[config.mk]
export PLATFORM = sky130hd
export DESIGN_NAME = traffic_sequencer
export DESIGN_NICKNAME = d
export VERILOG_FILES = /design/src/rtl/traffic_sequencer.sv
export SDC_FILE = /design/constraint.sdc
export NUM_CORES = 1
export LEC_CHECK = 0
export BUFFER_PORTS_ARGS = -buffer_cell sky130_fd_sc_hd__clkbuf_2
export CORE_AREA = 2 2 49 51
export CTS_BUF_LIST = sky130_fd_sc_hd__clkbuf_4 sky130_fd_sc_hd__clkbuf_8
export CTS_CLUSTER_SIZE = 12
export DETAILED_ROUTE_END_ITERATION = 10
export DIE_AREA = 0 0 51 53
export GPL_TIMING_DRIVEN = 0
export PLACE_DENSITY = 0.67
export SLEW_MARGIN = 10
export SYNTH_ARGS = -nofsm -noshare
export SYNTH_HDL_FRONTEND = slang
export SYNTH_SLANG_ARGS = --single-unit
[constraint.sdc]
create_clock -name clk -period 2.93 [get_ports clk]
set_input_delay 0.586 -clock clk [delete_from_list [all_inputs] [get_ports clk]]
set_output_delay 0.586 -clock clk [all_outputs]
set_load 0.05 [all_outputs]
[src/rtl/traffic_sequencer.sv]
// traffic_sequencer
// Light-sequencing FSM for the intersection. Owns the 6-bit phase counter,
// the latched pedestrian request and the lamp outputs. Every enable from the
// external enable generator is checked against the exit count of the current
// phase; any mismatch drops the FSM into a sticky all-red FAULT state.
//
// Ports:
//   clk        in   single clock, rising edge
//   rst_n      in   asynchronous active-low reset
//   enable     in   phase-advance request (function of counter and ped)
//   ped_req    in   synchronised pedestrian button, level or pulse
//   counter    out  registered phase counter
//   ped        out  registered pedestrian request latch
//   main_light out  {red, yellow, green}, one-hot
//   side_light out  {red, yellow, green}, one-hot
//   walk       out  pedestrian walk lamp
//   fault      out  sticky sequencing-error flag
//   state_o    out  current FSM state, debug visibility
module traffic_sequencer #(
   parameter int TICK_DIV = 1
) (
   input  logic       clk,
   input  logic       rst_n,
   input  logic       enable,
   input  logic       ped_req,
   output logic [5:0] counter,
   output logic       ped,
   output logic [2:0] main_light,
   output logic [2:0] side_light,
   output logic       walk,
   output logic       fault,
   output logic [2:0] state_o
);

   localparam int DW = (TICK_DIV > 1) ? $clog2(TICK_DIV) : 1;
   localparam logic [DW-1:0] DIV_MAX = DW'(TICK_DIV - 1);

   localparam logic [2:0] S_MG    = 3'd0;
   localparam logic [2:0] S_MY    = 3'd1;
   localparam logic [2:0] S_AR1   = 3'd2;
   localparam logic [2:0] S_SG    = 3'd3;
   localparam logic [2:0] S_SY    = 3'd4;
   localparam logic [2:0] S_AR2   = 3'd5;
   localparam logic [2:0] S_WALK  = 3'd6;
   localparam logic [2:0] S_FAULT = 3'd7;

   logic [2:0]    state_q, state_d;
   logic [5:0]    counter_q, counter_d;
   logic [DW-1:0] div_q, div_d;
   logic          ped_q, ped_d;
   logic [5:0]    exit_cnt;
   logic          tick;
   logic          at_exit;

   always_comb begin
      exit_cnt = 6'd63;
      case (state_q)
         S_MG:    exit_cnt = 6'd11;
         S_MY:    exit_cnt = 6'd13;
         S_AR1:   exit_cnt = 6'd15;
         S_SG:    exit_cnt = 6'd26;
         S_SY:    exit_cnt = 6'd28;
         S_AR2:   exit_cnt = 6'd30;
         S_WALK:  exit_cnt = 6'd40;
         default: exit_cnt = 6'd63;
      endcase
   end

   assign tick    = (div_q == DIV_MAX);
   assign at_exit = (counter_q == exit_cnt);

   always_comb begin
      state_d   = state_q;
      counter_d = counter_q;
      div_d     = div_q;
      ped_d     = ped_q;
      if (state_q != S_FAULT) begin
         div_d = tick ? '0 : div_q + 1'b1;
         // A request during WALK is already being served, so it is dropped.
         if (ped_req && (state_q != S_WALK)) begin
            ped_d = 1'b1;
         end
         if (tick) begin
            if (enable != at_exit) begin
               // Spurious or missed enable: freeze everything where it is.
               state_d   = S_FAULT;
               counter_d = counter_q;
               div_d     = div_q;
               ped_d     = ped_q;
            end else if (at_exit) begin
               counter_d = counter_q + 6'd1;
               case (state_q)
                  S_MG:  state_d = S_MY;
                  S_MY:  state_d = S_AR1;
                  S_AR1: state_d = S_SG;
                  S_SG:  state_d = S_SY;
                  S_SY:  state_d = S_AR2;
                  S_AR2: begin
                     // Uses the registered latch, so a same-cycle request
                     // waits for the next AR2 exit.
                     if (ped_q) begin
                        state_d   = S_WALK;
                        counter_d = 6'd31;
                     end else begin
                        state_d   = S_MG;
                        counter_d = 6'd0;
                     end
                  end
                  S_WALK: begin
                     state_d   = S_MG;
                     counter_d = 6'd0;
                     ped_d     = 1'b0;
                  end
                  default: state_d = S_FAULT;
               endcase
            end else begin
               counter_d = counter_q + 6'd1;
            end
         end
      end
   end

   always_ff @(posedge clk or negedge rst_n) begin
      if (!rst_n) begin
         state_q   <= S_MG;
         counter_q <= 6'd0;
         div_q     <= '0;
         ped_q     <= 1'b0;
      end else begin
         state_q   <= state_d;
         counter_q <= counter_d;
         div_q     <= div_d;
         ped_q     <= ped_d;
      end
   end

   // Lamp decode from the state register only.
   always_comb begin
      main_light = 3'b100;
      side_light = 3'b100;
      walk       = 1'b0;
      case (state_q)
         S_MG:    main_light = 3'b001;
         S_MY:    main_light = 3'b010;
         S_SG:    side_light = 3'b001;
         S_SY:    side_light = 3'b010;
         S_WALK:  walk       = 1'b1;
         default: begin
            main_light = 3'b100;
            side_light = 3'b100;
         end
      endcase
   end

   assign counter = counter_q;
   assign ped     = ped_q;
   assign fault   = (state_q == S_FAULT);
   assign state_o = state_q;

endmodule

# Word level (Yosys, flattened, before mapping)
# Index checks and enable logic that the tools add are counted.
[word_totals] reg_bits=11 out_inout_bits=18 inputBits=4 word_cells=45
[op_classes] add_sub_neg=2 reduce_logical=6 n_eq_ne=12 muxes=19 n_bitwise=2
[op_table] cell="$pmux W6 S7" count=1
[op_table] cell="$pmux W3 S7" count=1
[op_table] cell="$eq A3 B3 Y1 const B" count=4
[op_table] cell="$pmux W3 S2" count=2
[op_table] cell="$pmux W6 S2" count=1
[op_table] cell="$mux W1" count=9
[op_table] cell="$mux W3" count=3
[op_table] cell="$add A6 B1 Y6 const B" count=1
[op_table] cell="$eq A3 B2 Y1 const B" count=2
[op_table] cell="$eq A6 B6 Y1" count=1
[op_table] cell="$mux W6" count=1
[op_table] cell="$ne A3 B3 Y1 const B" count=2
[op_table] cell="$reduce_and A3 Y1" count=2
[op_table] cell="$mux W5" count=1
[op_table] cell="$eq A3 B1 Y1 const B" count=1
[op_table] cell="$logic_not A3 Y1" count=1
[op_table] cell="$ne A2 B2 Y1 const B" count=1
[op_table] cell="$not A1 Y1" count=2
[op_table] cell="$reduce_and A2 Y1" count=1
[op_table] cell="$reduce_bool A2 Y1" count=1
[op_table] cell="$add A1 B1 Y1 const B" count=1
[op_table] cell="$logic_and A1 B1 Y1" count=1
[op_table] cell="$ne A1 B1 Y1" count=1

# Depth between registers and ports, before layout
[logic_depth] word_depth=7 mapped_depth=12 ltp_nobuf=10

# Worst setup path before layout
# Ideal clock, no wire load.
[synth_path] path_type="register to register" start="reg state_q[1], in the netlist state_o[1]" end="reg counter_q[2], in the netlist counter[2]" path_buffers=1 setup_slack_ps=-706 arrival_ps=3515 stages_incl_launch_ff=10 setup_ps=121 cell_sequence="dfrtp_1 buf_6 or2_4 nor2_1 a311oi_1 or3_4 ha_1 nor2_1 o21ai_1 a22o_1"
[synth_via] elab_chain_cells=6
[synth_lines] item="start: declaration" line="47" rtl="logic [2:0] state_q, state_d;"
[synth_lines] item="start signal: assignment" line="130" rtl="state_q <= state_d;"
[synth_lines] item="$eq A3 B3 Y1, or another cell as far along" line="57, 92"
[synth_lines] item="$pmux W6 S7" line="57" rtl="case (state_q)"
[synth_lines] item="$eq A6 B6 Y1" line="70" rtl="assign at_exit = (counter_q == exit_cnt);"
[synth_lines] item="$ne A1 B1 Y1" line="84" rtl="if (enable != at_exit) begin"
[synth_lines] item="$not A1 Y1 (no line)"
[synth_lines] item="$reduce_and A3 Y1 (no line)"
[synth_lines] item="end signal: assignment" line="131" rtl="counter_q <= counter_d;"
[synth_lines] item="end: declaration" line="48" rtl="logic [5:0] counter_q, counter_d;"
# Several ways; a longest one is shown, not always the timed one.
# A chain may end at the register's enable or synchronous reset.

# Final worst setup path
[layout_path] start="reg counter_q[1], in the netlist counter[1]" end="reg counter_q[2], in the netlist counter[2]"
[layout_via] elab_chain_cells=4
[layout_lines] item="parallel branches: the longest is 4 deep, another holds $add A6 B1 Y6"
# Parallel ways; which one is timed is not known.

==> summary.json <==
{
  "status": {"value": "finished, final reports clean"},
  "worst_skew_pair.late_latency": {"value": 0.27, "unit": "ns"},
  "post_synth.cell_area_avg": {"value": 8.17, "unit": "µm²"},
  "drt_iter0_drc": {"value": 20},
  "ant_nets": {"value": 0},
  "timing.critical_path.slowest_cell_delay": {"value": 0.44, "unit": "ns"},
  "worst_slew_pin_slew": {"value": 0.425, "unit": "ns"},
  "yosysMostFrequentCell": {"value": "sky130_fd_sc_hd__nor2_1"},
  "synth.net_count": {"value": 106},
  "die_width": {"value": 51, "unit": "µm"},
  "timing.max_cap.violations": {"value": 0},
  "setup_viol_count_final": {"value": 0},
  "clkSinkCount": {"value": 10},
  "design.die.area": {"value": 2700, "unit": "µm²"},
  "crit_slowest_cell": {"value": "sky130_fd_sc_hd__or3_4"},
  "largest_net_degree_at_the_start_of_global_routing": {"value": 11},
  "synth-seq-area-share": {"value": 0.306},
  "grt_setup_unrepaired": {"value": "false"},
  "global_route.usage.met2": {"value": 0.240},
  "post_cts_hold_buffer_count": {"value": 0},
  "setup_total_negative_slack": {"value": 0, "unit": "ns"},
  "row_count": {"value": 17},
  "clock.fmax": {"value": 0.370, "unit": "GHz"},
  "grt_util_met3": {"value": 0.0254},
  "root_buffer": {"value": "sky130_fd_sc_hd__clkbuf_4"},
  "crit_chain": {"value": "buf_2 > or3b_1 > a211oi_2 > a311oi_2 > or3_4 > ha_4 > nor2_2 > o21ai_1 > a22o_1"},
  "tritoncts": {"value": "built"},
  "regToRegEndpoint": {"value": "counter[2]"},
  "synth.top_cells.by_count": {"value": "sky130_fd_sc_hd__nor2_1, sky130_fd_sc_hd__dfrtp_1, sky130_fd_sc_hd__a21oi_1, sky130_fd_sc_hd__nand2_1"},
  "hold_ws": {"value": 0.176, "unit": "ns"},
  "gpl.final_weighted_congestion": {"value": 0.806},
  "synth.distinct_cells": {"value": 36},
  "synth_area": {"value": 817, "unit": "µm²"},
  "synthArstFlopShare": {"value": 1.00},
  "vias_per_cell": {"value": 5.26},
  "period_minus_slack": {"value": 2.70, "unit": "ns"},
  "yosysTopAreaCell": {"value": "sky130_fd_sc_hd__dfrtp_1"},
  "clock_tree.buffer_depth": {"value": 2},
  "post-route-period-util": {"value": 0.922},
  "use_met1": {"value": 0.201},
  "timing.critical_path.buf_inv": {"value": 1},
  "cts.repair_timing.setup_buffer_count": {"value": 0},
  "floorplan.core_area": {"value": 2150, "unit": "µm²"},
  "setup.worst_path.class": {"value": "register to register"},
  "r2r.worst_path.cells": {"value": 9},
  "grt_busiest_layer": {"value": "met2"},
  "post-synth-top-area-fraction": {"value": 0.306},
  "synth_warn": {"value": 0},
  "post_synth_inst_count": {"value": 100},
  "cts-htree-levels": {"value": 1},
  "starting_utilization_of_the_core_area": {"value": 0.380},
  "layout_fillers": {"value": 233},
  "total_number_of_vias": {"value": 805},
  "drt-total-wl": {"value": 1.88, "unit": "mm"},
  "startpoint_type": {"value": "register"},
  "drive_gt1_frac": {"value": 0.344},
  "multi_input_comb_area": {"value": 526, "unit": "µm²"},
  "finalHoldViolCount": {"value": 0},
  "area_growth": {"value": 25.3, "unit": "%"},
  "slew_violations": {"value": 0},
  "seqCellArea": {"value": 251, "unit": "µm²"},
  "grt_pass1_wl": {"value": 3.04, "unit": "mm"},
  "post_cts.resized_instances": {"value": 0},
  "die_height": {"value": 53, "unit": "µm"},
  "worst_hold_path_type": {"value": "input pin to async pin"},
  "r2r-start": {"value": "counter[1]"},
  "postSynth.topFlopCell": {"value": "sky130_fd_sc_hd__dfrtp_1"},
  "critPathCaptureType": {"value": "register"},
  "ys_top_cells_by_area": {"value": "sky130_fd_sc_hd__dfrtp_1, sky130_fd_sc_hd__nor2_1, sky130_fd_sc_hd__xor2_1"},
  "grt_pass1_vias": {"value": 692},
  "worst-endpoint-required": {"value": 3.09, "unit": "ns"},
  "hpwl": {"value": 1.46, "unit": "mm"},
  "worst_setup_hold_path_clk_slew": {"value": 0.07, "unit": "ns"},
  "drcViolationCount": {"value": 0},
  "crit_path_max_fanout": {"value": 9},
  "route.detailed.wl_per_inst": {"value": 12.3, "unit": "µm"},
  "drt_first_pass_iters": {"value": 4},
  "total_routing_usage_reported_by_global_routing": {"value": 0.154},
  "max-slew-margin-rel": {"value": 0.715},
  "finish.net_count": {"value": 132},
  "yosys_reg_bits": {"value": 10},
  "clock_skew": {"value": 0.00241, "unit": "ns"},
  "antenna_found_initial": {"value": 0},
  "globalRouteOverflowTotal": {"value": 0},
  "antenna-diode-count": {"value": 0},
  "critPathTopFamily": {"value": "simple AND/OR/NAND/NOR gates"},
  "count_of_flip_flops_with_a_built_in_enable_after_synthesis": {"value": 0},
  "regToRegSetupSlack": {"value": 0.23, "unit": "ns"},
  "critical_path_arrival": {"value": 2.86, "unit": "ns"},
  "cts_buffer_count": {"value": 3},
  "ioPinCount": {"value": 22},
  "place.port_buffers": {"value": 21}
}
-- cell usage in the layout (no fill, tap or decap), types with 2 or more instances in the layout --
master / instances
sky130_fd_sc_hd__nand2b_1: 2
sky130_fd_sc_hd__inv_1: 5
sky130_fd_sc_hd__nand2_1: 6
sky130_fd_sc_hd__o32ai_1: 3
sky130_fd_sc_hd__nor3_1: 2
sky130_fd_sc_hd__nor2_1: 13
sky130_fd_sc_hd__o21bai_1: 2
sky130_fd_sc_hd__clkbuf_4: 3
sky130_fd_sc_hd__buf_6: 2
sky130_fd_sc_hd__clkbuf_2: 22
sky130_fd_sc_hd__xor2_1: 5
sky130_fd_sc_hd__dfrtp_1: 9
sky130_fd_sc_hd__nand3_1: 3
sky130_fd_sc_hd__nor2b_1: 2
sky130_fd_sc_hd__buf_2: 4
sky130_fd_sc_hd__a21oi_1: 8
sky130_fd_sc_hd__o21ai_1: 2
sky130_fd_sc_hd__o22a_1: 4
sky130_fd_sc_hd__o21ai_0: 4
sky130_fd_sc_hd__nand4_1: 2
-- sequential cells by signal, indices dropped and copies added (netlist names) --
| name | cells |
|---|---|
| counter | 6 |
| state_o | 3 |
| ped | 1 |
-- metrics by stage --
| stage | cells | cell area [µm²] | setup WS (ns) | utilization |
|---|---|---|---|---|
| 2_1_floorplan | 100 | 847 | 0.0475 | - |
| 3_3_place_gp | 149 | 987 | 0.260 | 0.460 |
| 3_5_place_dp | 149 | 987 | 0.237 | 0.460 |
| 4_1_cts | 153 | 1020 | 0.225 | 0.476 |
| 5_1_grt | 153 | 1020 | 0.0990 | 0.476 |
| 6_report | 153 | 1020 | 0.229 | 0.476 |
-- area by class of cell --
type                    instances  area share
plain buffers                   8      0.0501
clock buffers                   4      0.0355
flip-flops and latches         10       0.246
multi-input cells              77       0.513
well taps                      28      0.0342
inverters                       5      0.0183
repair buffers                 21       0.103
-- cell families (layout without fill, tap and decap cells) --
kind of cell               count (synthesis)  in the layout  share of synthesized area
DFF                                       10             10                      0.306
xor gates and xnor gates                   5              5                     0.0536
adders and majority gates                  2              2                     0.0306
and+or+nand+nor                           39             39                      0.248
buffers and inverters                     13             38                     0.0857
AOI/OAI and AO/OA                         31             31                      0.276
-- metal layers --
layer  routed length, µm  share of wire
met1                 901           0.48
met4                  38          0.020
met5                   0              0
met3                  85          0.045
met2                 853           0.45
-- worst max path at each step --
| stage | from | end | depth (start not counted) |
|---|---|---|---|
| after global placement | counter[1] | counter[2] | 9 |
| after detailed placement | counter[1] | counter[2] | 9 |
| after global routing | counter[1] | counter[5] | 10 |
| final | counter[1] | counter[2] | 9 |
| after floorplan | state_o[1] | counter[5] | 10 |
| after CTS | counter[1] | counter[2] | 9 |
Power is not shown: default switching activity piles up to over one toggle a cycle in this logic, so the estimate is an artifact.
